==> src/rtl/vec_mem_initiator_if.sv <==
// Port bundle for vec_mem_initiator: command, status, in/out streams and
// the 128-bit vector memory controller port.
//   master : seen from the initiator (drives o_*, samples i_*)
//   slave  : seen from the command source / stream partners / memory
// Optional macro DMA_ABORT_EN adds i_abort / o_aborted.
interface vec_mem_initiator_if #(
    parameter int unsigned ADDR_W = 128,
    parameter int unsigned DATA_W = 128,
    parameter int unsigned LEN_W  = 16
);
    // command and status
    logic              i_start;
    logic              i_dir;
    logic [ADDR_W-1:0] i_base_addr;
    logic [LEN_W-1:0]  i_length;
    logic [LEN_W-1:0]  i_stride;
    logic              o_busy;
    logic              o_done;
    // write stream into the initiator
    logic              i_in_valid;
    logic              o_in_ready;
    logic [DATA_W-1:0] i_in_data;
    // read stream out of the initiator
    logic              o_out_valid;
    logic              i_out_ready;
    logic [DATA_W-1:0] o_out_data;
    // memory controller port
    logic              o_mem_we;
    logic              o_mem_vf;
    logic [ADDR_W-1:0] o_mem_addr;
    logic [DATA_W-1:0] o_mem_wd;
    logic [DATA_W-1:0] i_mem_rd;
`ifdef DMA_ABORT_EN
    logic              i_abort;
    logic              o_aborted;

    modport master (
        input  i_start, i_dir, i_base_addr, i_length, i_stride,
        input  i_in_valid, i_in_data, i_out_ready, i_mem_rd, i_abort,
        output o_busy, o_done, o_in_ready, o_out_valid, o_out_data,
        output o_mem_we, o_mem_vf, o_mem_addr, o_mem_wd, o_aborted
    );
    modport slave (
        output i_start, i_dir, i_base_addr, i_length, i_stride,
        output i_in_valid, i_in_data, i_out_ready, i_mem_rd, i_abort,
        input  o_busy, o_done, o_in_ready, o_out_valid, o_out_data,
        input  o_mem_we, o_mem_vf, o_mem_addr, o_mem_wd, o_aborted
    );
`else
    modport master (
        input  i_start, i_dir, i_base_addr, i_length, i_stride,
        input  i_in_valid, i_in_data, i_out_ready, i_mem_rd,
        output o_busy, o_done, o_in_ready, o_out_valid, o_out_data,
        output o_mem_we, o_mem_vf, o_mem_addr, o_mem_wd
    );
    modport slave (
        output i_start, i_dir, i_base_addr, i_length, i_stride,
        output i_in_valid, i_in_data, i_out_ready, i_mem_rd,
        input  o_busy, o_done, o_in_ready, o_out_valid, o_out_data,
        input  o_mem_we, o_mem_vf, o_mem_addr, o_mem_wd
    );
`endif
endinterface

==> src/rtl/vec_mem_initiator.sv <==
// Burst initiator for the vector memory controller's 128-bit port.
// Read bursts fetch vectors (4 x 32-bit lanes, lane 0 = bits 31:0) into a
// credit-controlled output FIFO; write bursts turn an input stream into
// vector writes. Optional macro DMA_ABORT_EN adds abort/aborted.
// Ports:
//   clk  - rising-edge clock
//   rst  - synchronous active-low reset
//   bus  - vec_mem_initiator_if.master (command, status, streams, memory port)
module vec_mem_initiator #(
    parameter int unsigned ADDR_W     = 128,
    parameter int unsigned DATA_W     = 128,
    parameter int unsigned READ_LAT   = 1,
    parameter int unsigned FIFO_DEPTH = 4,
    parameter int unsigned LEN_W      = 16
) (
    input logic                 clk,
    input logic                 rst,
    vec_mem_initiator_if.master bus
);
    localparam int unsigned PTR_W  = (FIFO_DEPTH > 1) ? $clog2(FIFO_DEPTH) : 1;
    localparam int unsigned CNT_W  = $clog2(FIFO_DEPTH + 1);
    localparam int unsigned PIPE_L = READ_LAT + 1;

    typedef enum logic [2:0] {
        S_IDLE, S_RD_RUN, S_RD_DRAIN, S_WR_RUN, S_FIN, S_ABORT
    } state_t;

    state_t             r_state;
    logic [ADDR_W-1:0]  r_addr;
    logic [LEN_W-1:0]   r_stride;
    logic [LEN_W-1:0]   r_remaining;
    logic               r_busy;
    logic               r_done;
    logic               r_in_ready;
    logic               r_mem_we;
    logic               r_mem_vf;
    logic [ADDR_W-1:0]  r_mem_addr;
    logic [DATA_W-1:0]  r_mem_wd;
    logic [DATA_W-1:0]  r_fifo [FIFO_DEPTH];
    logic [PTR_W-1:0]   r_wptr;
    logic [PTR_W-1:0]   r_rptr;
    logic [CNT_W-1:0]   r_count;
    logic [PIPE_L-1:0]  r_pipe;
`ifdef DMA_ABORT_EN
    logic               r_aborted;
`endif

    logic               w_abort;
    logic [CNT_W-1:0]   w_inflight;
    logic               w_credit_ok;
    logic               w_first_rd;
    logic               w_issue;
    logic               w_issue_any;
    logic               w_push;
    logic               w_pop;
    logic               w_beat;

`ifdef DMA_ABORT_EN
    assign w_abort = bus.i_abort &&
                     (r_state == S_RD_RUN || r_state == S_RD_DRAIN || r_state == S_WR_RUN);
`else
    assign w_abort = 1'b0;
`endif

    // Reads issued but not yet sampled into the FIFO
    always_comb begin
        w_inflight = '0;
        for (int i = 0; i < int'(PIPE_L); i++) begin
            w_inflight = w_inflight + CNT_W'(r_pipe[i]);
        end
    end

    assign w_credit_ok = (32'(r_count) + 32'(w_inflight)) < FIFO_DEPTH;
    // The first read goes out on the accept edge so its address is driven
    // in the cycle right after accept; the FIFO is always empty in IDLE.
    assign w_first_rd  = (r_state == S_IDLE) && bus.i_start && !bus.i_dir &&
                         (bus.i_length != '0);
    assign w_issue     = (r_state == S_RD_RUN) && (r_remaining != '0) && w_credit_ok && !w_abort;
    assign w_issue_any = w_issue || w_first_rd;
    assign w_push      = r_pipe[PIPE_L-1] && (r_state != S_ABORT) && !w_abort;
    assign w_pop       = (r_count != '0) && bus.i_out_ready;
    assign w_beat      = (r_state == S_WR_RUN) && r_in_ready && bus.i_in_valid && !w_abort;

    // Read-return pipeline: the top bit marks the edge where mem_rd is valid
    always_ff @(posedge clk) begin
        if (!rst) begin
            r_pipe <= '0;
        end else begin
            r_pipe[0] <= w_issue_any;
            for (int i = 1; i < int'(PIPE_L); i++) begin
                r_pipe[i] <= r_pipe[i-1];
            end
        end
    end

    // Output FIFO; abort flushes it and drops the returning data
    always_ff @(posedge clk) begin
        if (!rst) begin
            r_wptr  <= '0;
            r_rptr  <= '0;
            r_count <= '0;
            for (int i = 0; i < int'(FIFO_DEPTH); i++) begin
                r_fifo[i] <= '0;
            end
        end else if (w_abort) begin
            r_wptr  <= '0;
            r_rptr  <= '0;
            r_count <= '0;
        end else begin
            if (w_push) begin
                r_fifo[r_wptr] <= bus.i_mem_rd;
                r_wptr <= (r_wptr == PTR_W'(FIFO_DEPTH - 1)) ? '0 : r_wptr + PTR_W'(1);
            end
            if (w_pop) begin
                r_rptr <= (r_rptr == PTR_W'(FIFO_DEPTH - 1)) ? '0 : r_rptr + PTR_W'(1);
            end
            r_count <= r_count + CNT_W'(w_push) - CNT_W'(w_pop);
        end
    end

    // Burst control FSM with registered memory-port and status outputs
    always_ff @(posedge clk) begin
        if (!rst) begin
            r_state     <= S_IDLE;
            r_addr      <= '0;
            r_stride    <= '0;
            r_remaining <= '0;
            r_busy      <= 1'b0;
            r_done      <= 1'b0;
            r_in_ready  <= 1'b0;
            r_mem_we    <= 1'b0;
            r_mem_vf    <= 1'b0;
            r_mem_addr  <= '0;
            r_mem_wd    <= '0;
`ifdef DMA_ABORT_EN
            r_aborted   <= 1'b0;
`endif
        end else begin
            r_mem_vf <= 1'b1;
            r_mem_we <= 1'b0;
            r_done   <= 1'b0;
`ifdef DMA_ABORT_EN
            r_aborted <= 1'b0;
`endif
            if (w_abort) begin
                r_in_ready <= 1'b0;
                r_state    <= S_ABORT;
            end else begin
                case (r_state)
                    S_IDLE: begin
                        if (bus.i_start) begin
                            r_stride <= bus.i_stride;
                            if (bus.i_length == '0) begin
                                r_done  <= 1'b1;
                                r_state <= S_FIN;
                            end else if (!bus.i_dir) begin
                                r_mem_addr  <= bus.i_base_addr;
                                r_addr      <= bus.i_base_addr + ADDR_W'(bus.i_stride);
                                r_remaining <= bus.i_length - LEN_W'(1);
                                r_busy      <= 1'b1;
                                r_state     <= (bus.i_length == LEN_W'(1)) ? S_RD_DRAIN : S_RD_RUN;
                            end else begin
                                r_addr      <= bus.i_base_addr;
                                r_remaining <= bus.i_length;
                                r_in_ready  <= 1'b1;
                                r_busy      <= 1'b1;
                                r_state     <= S_WR_RUN;
                            end
                        end
                    end
                    S_RD_RUN: begin
                        if (w_issue) begin
                            r_mem_addr  <= r_addr;
                            r_addr      <= r_addr + ADDR_W'(r_stride);
                            r_remaining <= r_remaining - LEN_W'(1);
                            if (r_remaining == LEN_W'(1)) begin
                                r_state <= S_RD_DRAIN;
                            end
                        end
                    end
                    S_RD_DRAIN: begin
                        // Finish on the edge that leaves the FIFO empty with nothing in flight
                        if (w_inflight == '0 &&
                            (r_count == '0 || (r_count == CNT_W'(1) && w_pop))) begin
                            r_busy  <= 1'b0;
                            r_done  <= 1'b1;
                            r_state <= S_FIN;
                        end
                    end
                    S_WR_RUN: begin
                        if (w_beat) begin
                            r_mem_we    <= 1'b1;
                            r_mem_addr  <= r_addr;
                            r_mem_wd    <= bus.i_in_data;
                            r_addr      <= r_addr + ADDR_W'(r_stride);
                            r_remaining <= r_remaining - LEN_W'(1);
                            if (r_remaining == LEN_W'(1)) begin
                                r_in_ready <= 1'b0;
                                r_busy     <= 1'b0;
                                r_done     <= 1'b1;
                                r_state    <= S_FIN;
                            end
                        end
                    end
                    S_ABORT: begin
                        if (w_inflight == '0) begin
                            r_busy  <= 1'b0;
                            r_done  <= 1'b1;
`ifdef DMA_ABORT_EN
                            r_aborted <= 1'b1;
`endif
                            r_state <= S_FIN;
                        end
                    end
                    S_FIN: begin
                        r_state <= S_IDLE;
                    end
                    default: begin
                        r_state <= S_IDLE;
                    end
                endcase
            end
        end
    end

    assign bus.o_busy      = r_busy;
    assign bus.o_done      = r_done;
    assign bus.o_in_ready  = r_in_ready;
    assign bus.o_out_valid = (r_count != '0);
    assign bus.o_out_data  = r_fifo[r_rptr];
    assign bus.o_mem_we    = r_mem_we;
    assign bus.o_mem_vf    = r_mem_vf;
    assign bus.o_mem_addr  = r_mem_addr;
    assign bus.o_mem_wd    = r_mem_wd;
`ifdef DMA_ABORT_EN
    assign bus.o_aborted   = r_aborted;
`endif
endmodule

==> src/flat_wrapper.sv <==
// flat-port wrapper written by rule: the top's interface ports become plain ports
module vec_mem_initiator_flat 
#(
    parameter int unsigned ADDR_W     = 128,
    parameter int unsigned DATA_W     = 128,
    parameter int unsigned READ_LAT   = 1,
    parameter int unsigned FIFO_DEPTH = 4,
    parameter int unsigned LEN_W      = 16
)
  (clk, rst, bus_i_start, bus_i_dir, bus_i_base_addr, bus_i_length, bus_i_stride, bus_i_in_valid, bus_i_in_data, bus_i_out_ready, bus_i_mem_rd, bus_o_busy, bus_o_done, bus_o_in_ready, bus_o_out_valid, bus_o_out_data, bus_o_mem_we, bus_o_mem_vf, bus_o_mem_addr, bus_o_mem_wd);
  vec_mem_initiator_if #(.ADDR_W(ADDR_W), .DATA_W(DATA_W), .LEN_W(LEN_W)) bus_i ();
  input logic clk;
  input logic rst;
  input wire logic [$bits(bus_i.i_start)-1:0] bus_i_start;
  input wire logic [$bits(bus_i.i_dir)-1:0] bus_i_dir;
  input wire logic [$bits(bus_i.i_base_addr)-1:0] bus_i_base_addr;
  input wire logic [$bits(bus_i.i_length)-1:0] bus_i_length;
  input wire logic [$bits(bus_i.i_stride)-1:0] bus_i_stride;
  input wire logic [$bits(bus_i.i_in_valid)-1:0] bus_i_in_valid;
  input wire logic [$bits(bus_i.i_in_data)-1:0] bus_i_in_data;
  input wire logic [$bits(bus_i.i_out_ready)-1:0] bus_i_out_ready;
  input wire logic [$bits(bus_i.i_mem_rd)-1:0] bus_i_mem_rd;
  output wire logic [$bits(bus_i.o_busy)-1:0] bus_o_busy;
  output wire logic [$bits(bus_i.o_done)-1:0] bus_o_done;
  output wire logic [$bits(bus_i.o_in_ready)-1:0] bus_o_in_ready;
  output wire logic [$bits(bus_i.o_out_valid)-1:0] bus_o_out_valid;
  output wire logic [$bits(bus_i.o_out_data)-1:0] bus_o_out_data;
  output wire logic [$bits(bus_i.o_mem_we)-1:0] bus_o_mem_we;
  output wire logic [$bits(bus_i.o_mem_vf)-1:0] bus_o_mem_vf;
  output wire logic [$bits(bus_i.o_mem_addr)-1:0] bus_o_mem_addr;
  output wire logic [$bits(bus_i.o_mem_wd)-1:0] bus_o_mem_wd;
  assign bus_i.i_start = bus_i_start;
  assign bus_i.i_dir = bus_i_dir;
  assign bus_i.i_base_addr = bus_i_base_addr;
  assign bus_i.i_length = bus_i_length;
  assign bus_i.i_stride = bus_i_stride;
  assign bus_i.i_in_valid = bus_i_in_valid;
  assign bus_i.i_in_data = bus_i_in_data;
  assign bus_i.i_out_ready = bus_i_out_ready;
  assign bus_i.i_mem_rd = bus_i_mem_rd;
  assign bus_o_busy = bus_i.o_busy;
  assign bus_o_done = bus_i.o_done;
  assign bus_o_in_ready = bus_i.o_in_ready;
  assign bus_o_out_valid = bus_i.o_out_valid;
  assign bus_o_out_data = bus_i.o_out_data;
  assign bus_o_mem_we = bus_i.o_mem_we;
  assign bus_o_mem_vf = bus_i.o_mem_vf;
  assign bus_o_mem_addr = bus_i.o_mem_addr;
  assign bus_o_mem_wd = bus_i.o_mem_wd;
  vec_mem_initiator #(.ADDR_W(ADDR_W), .DATA_W(DATA_W), .READ_LAT(READ_LAT), .FIFO_DEPTH(FIFO_DEPTH), .LEN_W(LEN_W)) u_core (.clk(clk), .rst(rst), .bus(bus_i));
endmodule
==> config.mk <==
export PLATFORM = sky130hd
export DESIGN_NAME = vec_mem_initiator_flat
export DESIGN_NICKNAME = d
export VERILOG_FILES = /design/src/rtl/vec_mem_initiator_if.sv /design/src/rtl/vec_mem_initiator.sv /design/src/flat_wrapper.sv
export SDC_FILE = /design/constraint.sdc
export NUM_CORES = 2
export LEC_CHECK = 0
export ABC_CLOCK_PERIOD_IN_PS = 6700
export CAP_MARGIN = 0
export CORE_AREA = 2 2 314 316
export CTS_BUF_LIST = sky130_fd_sc_hd__clkbuf_8
export DETAILED_ROUTE_END_ITERATION = 7
export DIE_AREA = 0 0 316 318
export GPL_TIMING_DRIVEN = 0
export HOLD_SLACK_MARGIN = 0.05
export PLACE_DENSITY = 0.74
export SYNTH_ARGS = -nofsm -noshare
export SYNTH_HDL_FRONTEND = slang
export SYNTH_SLANG_ARGS = --single-unit
==> constraint.sdc <==
create_clock -name clk -period 6.7 [get_ports clk]
set_clock_uncertainty 0.1 [all_clocks]
set_input_delay 0.67 -clock clk [delete_from_list [all_inputs] [get_ports clk]]
set_output_delay 0.67 -clock clk [all_outputs]
set_load 0.05 [all_outputs]
Word level (Yosys, flattened, before mapping)
Memory sizes are Yosys's and may differ from the RTL's. A register that Yosys moved wholly into a read port is not among the register bits.
Index checks and enable logic that the tools add are counted.
W data, S select, Z words.
{"block": "totals", "output_inout_bits": 390, "elab_cells": 140, "reg_bits": 433, "inputBits": 422, "memories": 1, "latchBits": 0, "mem_bits_ro": 0, "mem_bits_rw": 512}
{"memory": "u_core.r_fifo", "depth": 4, "word_bits": 128, "rd": 1, "rd_clocked_by_memory_dff": 1, "write_ports": 4, "line_no": "vec_mem_initiator.sv:39", "text": "logic [DATA_W-1:0] r_fifo [FIFO_DEPTH];"}
{"block": "classes", "n_shift": 0, "reduce_logical": 33, "n_mul": 0, "n_bitwise": 0, "n_lt_le_gt_ge": 1, "div_mod_pow": 0, "n_eq_ne": 20, "mux": 60, "add_sub_neg": 10}
{"cell": "$mux W128", "n": 11}
{"cell": "$pmux W128 S3", "n": 2}
{"cell": "$add A128 B16 Y128", "n": 2}
{"cell": "$reduce_or A128 Y1", "n": 1}
{"cell": "$mux W16", "n": 5}
{"cell": "$pmux W16 S3", "n": 1}
{"cell": "$eq A16 B1 Y1 const B", "n": 2}
{"cell": "$lt A32 B3 Y1 const B", "n": 1}
{"cell": "$reduce_bool A16 Y1", "n": 2}
{"cell": "$sub A16 B1 Y16 const B", "n": 2}
{"cell": "$mux W3", "n": 9}
{"cell": "$mux W1", "n": 22}
{"cell": "$logic_not A16 Y1", "n": 1}
{"cell": "$pmux W3 S5", "n": 1}
{"cell": "$reduce_and A7 Y1", "n": 2}
{"cell": "$mux W2", "n": 6}
{"cell": "$ne A2 B2 Y1 const B", "n": 6}
{"cell": "$reduce_and A6 Y1", "n": 2}
{"cell": "$logic_and A1 B1 Y1", "n": 11}
{"cell": "$logic_not A3 Y1", "n": 3}
{"cell": "$ne A2 B1 Y1 const B", "n": 4}
{"cell": "$pmux W1 S4", "n": 2}
{"cell": "$eq A3 B1 Y1 const B", "n": 2}
{"cell": "$eq A3 B2 Y1 const B", "n": 2}
{"cell": "other kinds (16)", "n": 22}

Logic depth before layout (Yosys ltp)
{"block": "depth", "word_depth": 7, "depth_mapped": 13, "depth_no_buf": 12}

Worst setup path after synthesis
OpenSTA, ideal clock, no wires.
{"block": "synth_timing", "kind": "flip-flop to flip-flop", "start": "register u_core.r_state[1]", "end": "memory u_core.r_fifo[2][0] (enable)", "period_less_slack_ns": 5.386, "path_buffers": 2, "stages_incl_launch_ff": 10, "slack_ns": 1.314, "required_ns": 6.090, "setup_ns": 0.510, "arrival_time_ns": 4.776, "cell_sequence": "dfxtp_1 -> clkbuf_1 -> nor2b_1 -> nand2_1 -> nand2_1 -> inv_1 -> nand2_1 -> nor3b_1 -> clkbuf_1 -> nand2b_1"}
{"element": "from (decl)", "line_no": "vec_mem_initiator.sv:28", "text": "state_t r_state;"}
{"element": "from (signal assigned)", "line_no": "vec_mem_initiator.sv:161", "text": "r_state <= (bus.i_length == LEN_W'(1)) ? S_RD_DRAIN : S_RD_RUN;"}
{"element": "to (decl)", "line_no": "vec_mem_initiator.sv:39"}

Final worst setup path
{"block": "layout_timing", "start": "register u_core.r_state[0]", "end": "register u_core.r_mem_addr[115] (netlist: u_core.bus.o_mem_addr[115])"}
{"block": "layout_between", "elab_chain_len": 5, "word_cells_on_any_way": 15, "classes_between": "eq/ne: 7; mux: 1; reduce/logical: 7"}
{"element": "$eq A3 B1 Y1 or $eq A3 B2 Y1 (tied branches)", "line_no": "vec_mem_initiator.sv:78, vec_mem_initiator.sv:149, vec_mem_initiator.sv:82"}
{"element": "$logic_and A1 B1 Y1 (on tied branches) (2 in a row)", "line_no": "vec_mem_initiator.sv:78, vec_mem_initiator.sv:82"}
{"element": "$ne A2 B1 Y1 (no source line)"}
{"element": "$reduce_and A6 Y1 (no source line)"}
{"element": "to (signal assigned)", "line_no": "vec_mem_initiator.sv:157", "text": "r_mem_addr <= bus.i_base_addr;"}
{"element": "to (signal assigned)", "line_no": "vec_mem_initiator.sv:173", "text": "r_mem_addr <= r_addr;"}
{"element": "to (signal assigned)", "line_no": "vec_mem_initiator.sv:193", "text": "r_mem_addr <= r_addr;"}
{"element": "to (decl)", "line_no": "vec_mem_initiator.sv:37", "text": "logic [ADDR_W-1:0] r_mem_addr;"}
Parallel ways exist; a longest one is shown, timed or not.
A chain may end at the register's enable or synchronous reset.

==> Flow_metrics.wiki <==
{| class="wikitable"
! Metric !! Value
|-
| Outcome || finished with violations
|-
| Violations in the final reports || max-capacitance violations, max-slew violations
|-
| Post-CTS Repair Setup Buffers || 0
|-
| Critical path, cell by cell || nor3_1, nand2_1, a21oi_1, a311oi_1, a21oi_1, clkbuf_1, clkbuf_1, nor2_1, a211oi_1
|-
| First-pass GRT wire length || 301000 um
|-
| Iter 0 DRT Violations || 6603
|-
| Number of synthesized register bits || 947
|-
| Worst-Skew Late Latency || 880 ps
|-
| Number of vias per cell after detailed routing || 6.37
|-
| Wire per inst || 29.8 um
|-
| Portion of the clock cycle consumed by the worst path in the final layout || 87.9%
|-
| Site Rows || 115
|-
| Delay of the slowest critical-path stage || 1330 ps
|-
| HP Class || in2reg
|-
| Die Area || 0.100 mm2
|-
| Sink Count || 947
|-
| Required time of the critical path || roughly 7400 ps
|-
| Leading cell types in the layout, fill and taps excluded || clkdlybuf4s50_1, nand2_1, edfxtp_1
|-
| TritonCTS buffer count || 166
|-
| Post-synth net total || ~5200
|-
| Layout Nets || 6175
|-
| YS warnings || 0
|-
| Total iterations of the first detailed-routing run || 8
|-
| Number of max-slew violations in the final report || 30
|-
| Commonest register cell after synthesis || edfxtp_1
|-
| Pwr per Cell Area || 372 mW/mm2
|-
| Remaining global-route overflow || 0
|-
| Count of cells resized by post-cts repair || 0
|-
| Fin Hold WS || 104 ps
|-
| Maximum Capacitance Violations || 4
|-
| Pin count of the biggest net entering global routing || just over 60
|-
| Overall routed net length || 214000 um
|-
| Crit path kind || reg2reg
|-
| Number of buffers inserted by hold repair at cts || 1
|-
| Antenna Violating Nets Remaining || 0
|-
| Global-route usage over all layers || 41.4%
|-
| Distinct cells, synth || 86
|-
| Width of the chip || about 320 um
|-
| Starting utilization of the core area || 48.4%
|-
| Number of antenna violations at the first check in global routing || 38
|-
| Slowest library cell on the worst path || a21oi_1
|-
| Number of enable-type register cells in the synthesized netlist || 512
|-
| Master cell of the clock root buffer || clkbuf_8
|-
| Via count || between 40000 and 50000
|-
| Nature of the critical path startpoint || flop
|-
| Number of global-route vias before repair || 42827
|-
| Relative area change from synthesis to final layout || 28.4%
|-
| Number of hold violations in the final report || 0
|-
| TritonCTS clock tree || yes
|-
| Total number of H-tree levels || 4
|-
| Final weighted congestion in routability-driven placement || 1.03
|-
| Drt drc || 0
|-
| Count of final setup violators || 0
|-
| Post-Place Cells || slightly below 7000
|-
| Sequential cell area fraction in the yosys report || 51.1%
|-
| Final critical delay including setup and external delays || 5890 ps
|-
| DP HPWL || around 160000 um
|-
| Core Footprint || 0.0974 mm2
|-
| Total Power || ~23 mW
|-
| Buffers from clock root to sink, at most || 3
|-
| Maximum clock frequency || 170 MHz
|-
| Pin slew with the least headroom to its limit || 1590 ps
|-
| Post-CTS clock slew at the launch and capture registers of the worst setup and hold paths || 60 ps
|-
| CP Data Arrival Time || ~6600 ps
|-
| Async SR Flop Fraction || 0%
|-
| Worst supply voltage drop on vdd || ~370 uV
|-
| Kind of capture point of the worst setup path || flop
|-
| Max_slew headroom || -5.70%
|-
| Mean instance size in the synthesized netlist || between 9 and 10 um2
|-
| Setup repair after global routing missed its margin || no
|-
| Die Height || 318 um
|-
| Leak || 21.4 nW
|-
| Crit path max fanout || 10
|-
| Number of buffers inserted by port buffering || 806
|-
| Ports || between 800 and 900
|-
| Share of cells above drive strength 1 || 7.29%
|-
| Cells after Synth || about 4700
|-
| Count of non-filler cells in the finished layout || 7160
|-
| Most common cell after layout, fill and taps aside || clkdlybuf4s50_1
|-
| Area of the mapped netlist || 0.0471 mm2
|}
==> where the power goes <==
group / internal, mW / switching (mW)
clock: 2.83 / 2.62
combinational: 2.80 / 6.44
sequential: 7.02 / 0.831
total: 12.6 / 9.89
==> worst max-delay path, delay by kind of cell, from the launching register on <==
kind | cells | cell delay (ps)
DFF | 1 | 350
buffers and inverters | 2 | 1930
and+or+nand+nor | 3 | 1050
AOI/OAI and AO/OA | 4 | 2340
==> stage by stage <==
step	util, %	worst slack (ps)	instance area [um2]	TNS, ps
after floorplan	-	1310	47100	0
after global placement	58.3	-2560	56800	-958850
after detailed placement	58.6	910	57100	0
after CTS	62.1	1320	60500	0
after global routing	62.1	1080	60500	0
final	62.1	812	60500	0
==> flip-flops by register name, summed over array words and instances, names as in the netlist, named ones only <==
| name | flops |
|---|---|
| u_core.r_wptr | 2 |
| u_core.r_count | 3 |
| u_core.r_addr | 128 |
| u_core.bus.o_busy | 1 |
| u_core.bus.o_mem_vf | 1 |
| u_core.bus.o_mem_addr | 128 |
| u_core.bus.o_mem_wd | 128 |
| u_core.bus.o_in_ready | 1 |
| u_core.bus.o_mem_we | 1 |
| u_core.r_fifo | 512 |
| u_core.r_remaining | 16 |
| u_core.r_rptr | 2 |
| u_core.r_state | 3 |
| u_core.r_stride | 16 |
| u_core.bus.o_done | 1 |
| u_core.r_pipe | 2 |
==> layer usage <==
metal | global-route usage (%) | routed length [um]
met3 | 14.0 | 28200
met4 | 22.0 | 12500
met2 | 61.4 | 93500
met5 | 0 | 228
met1 | 53.2 | 79200
==> worst paths after layout <==
| check | cells after the start | slack (ps) | to | from |
|---|---|---|---|---|
| hold reg to reg | 2 | 350 | u_core.bus.o_mem_wd[1] | u_core.bus.o_mem_wd[1] |
| hold / removal | 3 | 100 | u_core.bus.o_mem_addr[75] | bus_i_base_addr[75] |
| setup reg to reg | 9 | 810 | u_core.bus.o_mem_addr[115] | u_core.r_state[0] |
| setup / recovery | 9 | 810 | u_core.bus.o_mem_addr[115] | u_core.r_state[0] |
==> logic make-up after synthesis <==
family	Yosys count	synth area share (%)
simple gates	2185	23.3
flops	947	51.1
compound gates	884	12.3
buf+inv	381	3.07
mux	146	6.51
xor+xnor	133	2.47
fa+ha+maj	46	1.27
==> area by class of cell <==
type,count,area [um2]
Inverter,50,188
Tap cell,1287,1610
Clock buffer,195,2680
Sequential cell,947,24100
Multi-Input combinational cell,3394,21700
Timing Repair Buffer,817,8310
Fill cell,8090,36900
Antenna cell,26,65.1
Buffer,331,1260
Clock inverter,113,667
==> Yosys cell counts, types with 103 or more instances <==
cell type / instances / share of area (%)
edfxtp_1: 512 / 33
and3_1: 178 / 2.4
and2_1: 408 / 5.4
nand3_1: 103 / 1.1
mux4_2: 128 / 6.1
o21ai_0: 151 / 1.6
a311oi_1: 122 / 2.3
a21oi_1: 280 / 3.0
clkbuf_1: 294 / 2.3
dfxtp_1: 435 / 18
nor2_1: 286 / 2.3
nand2_1: 776 / 6.2
Note: power is estimated with default switching activity, not from simulation.
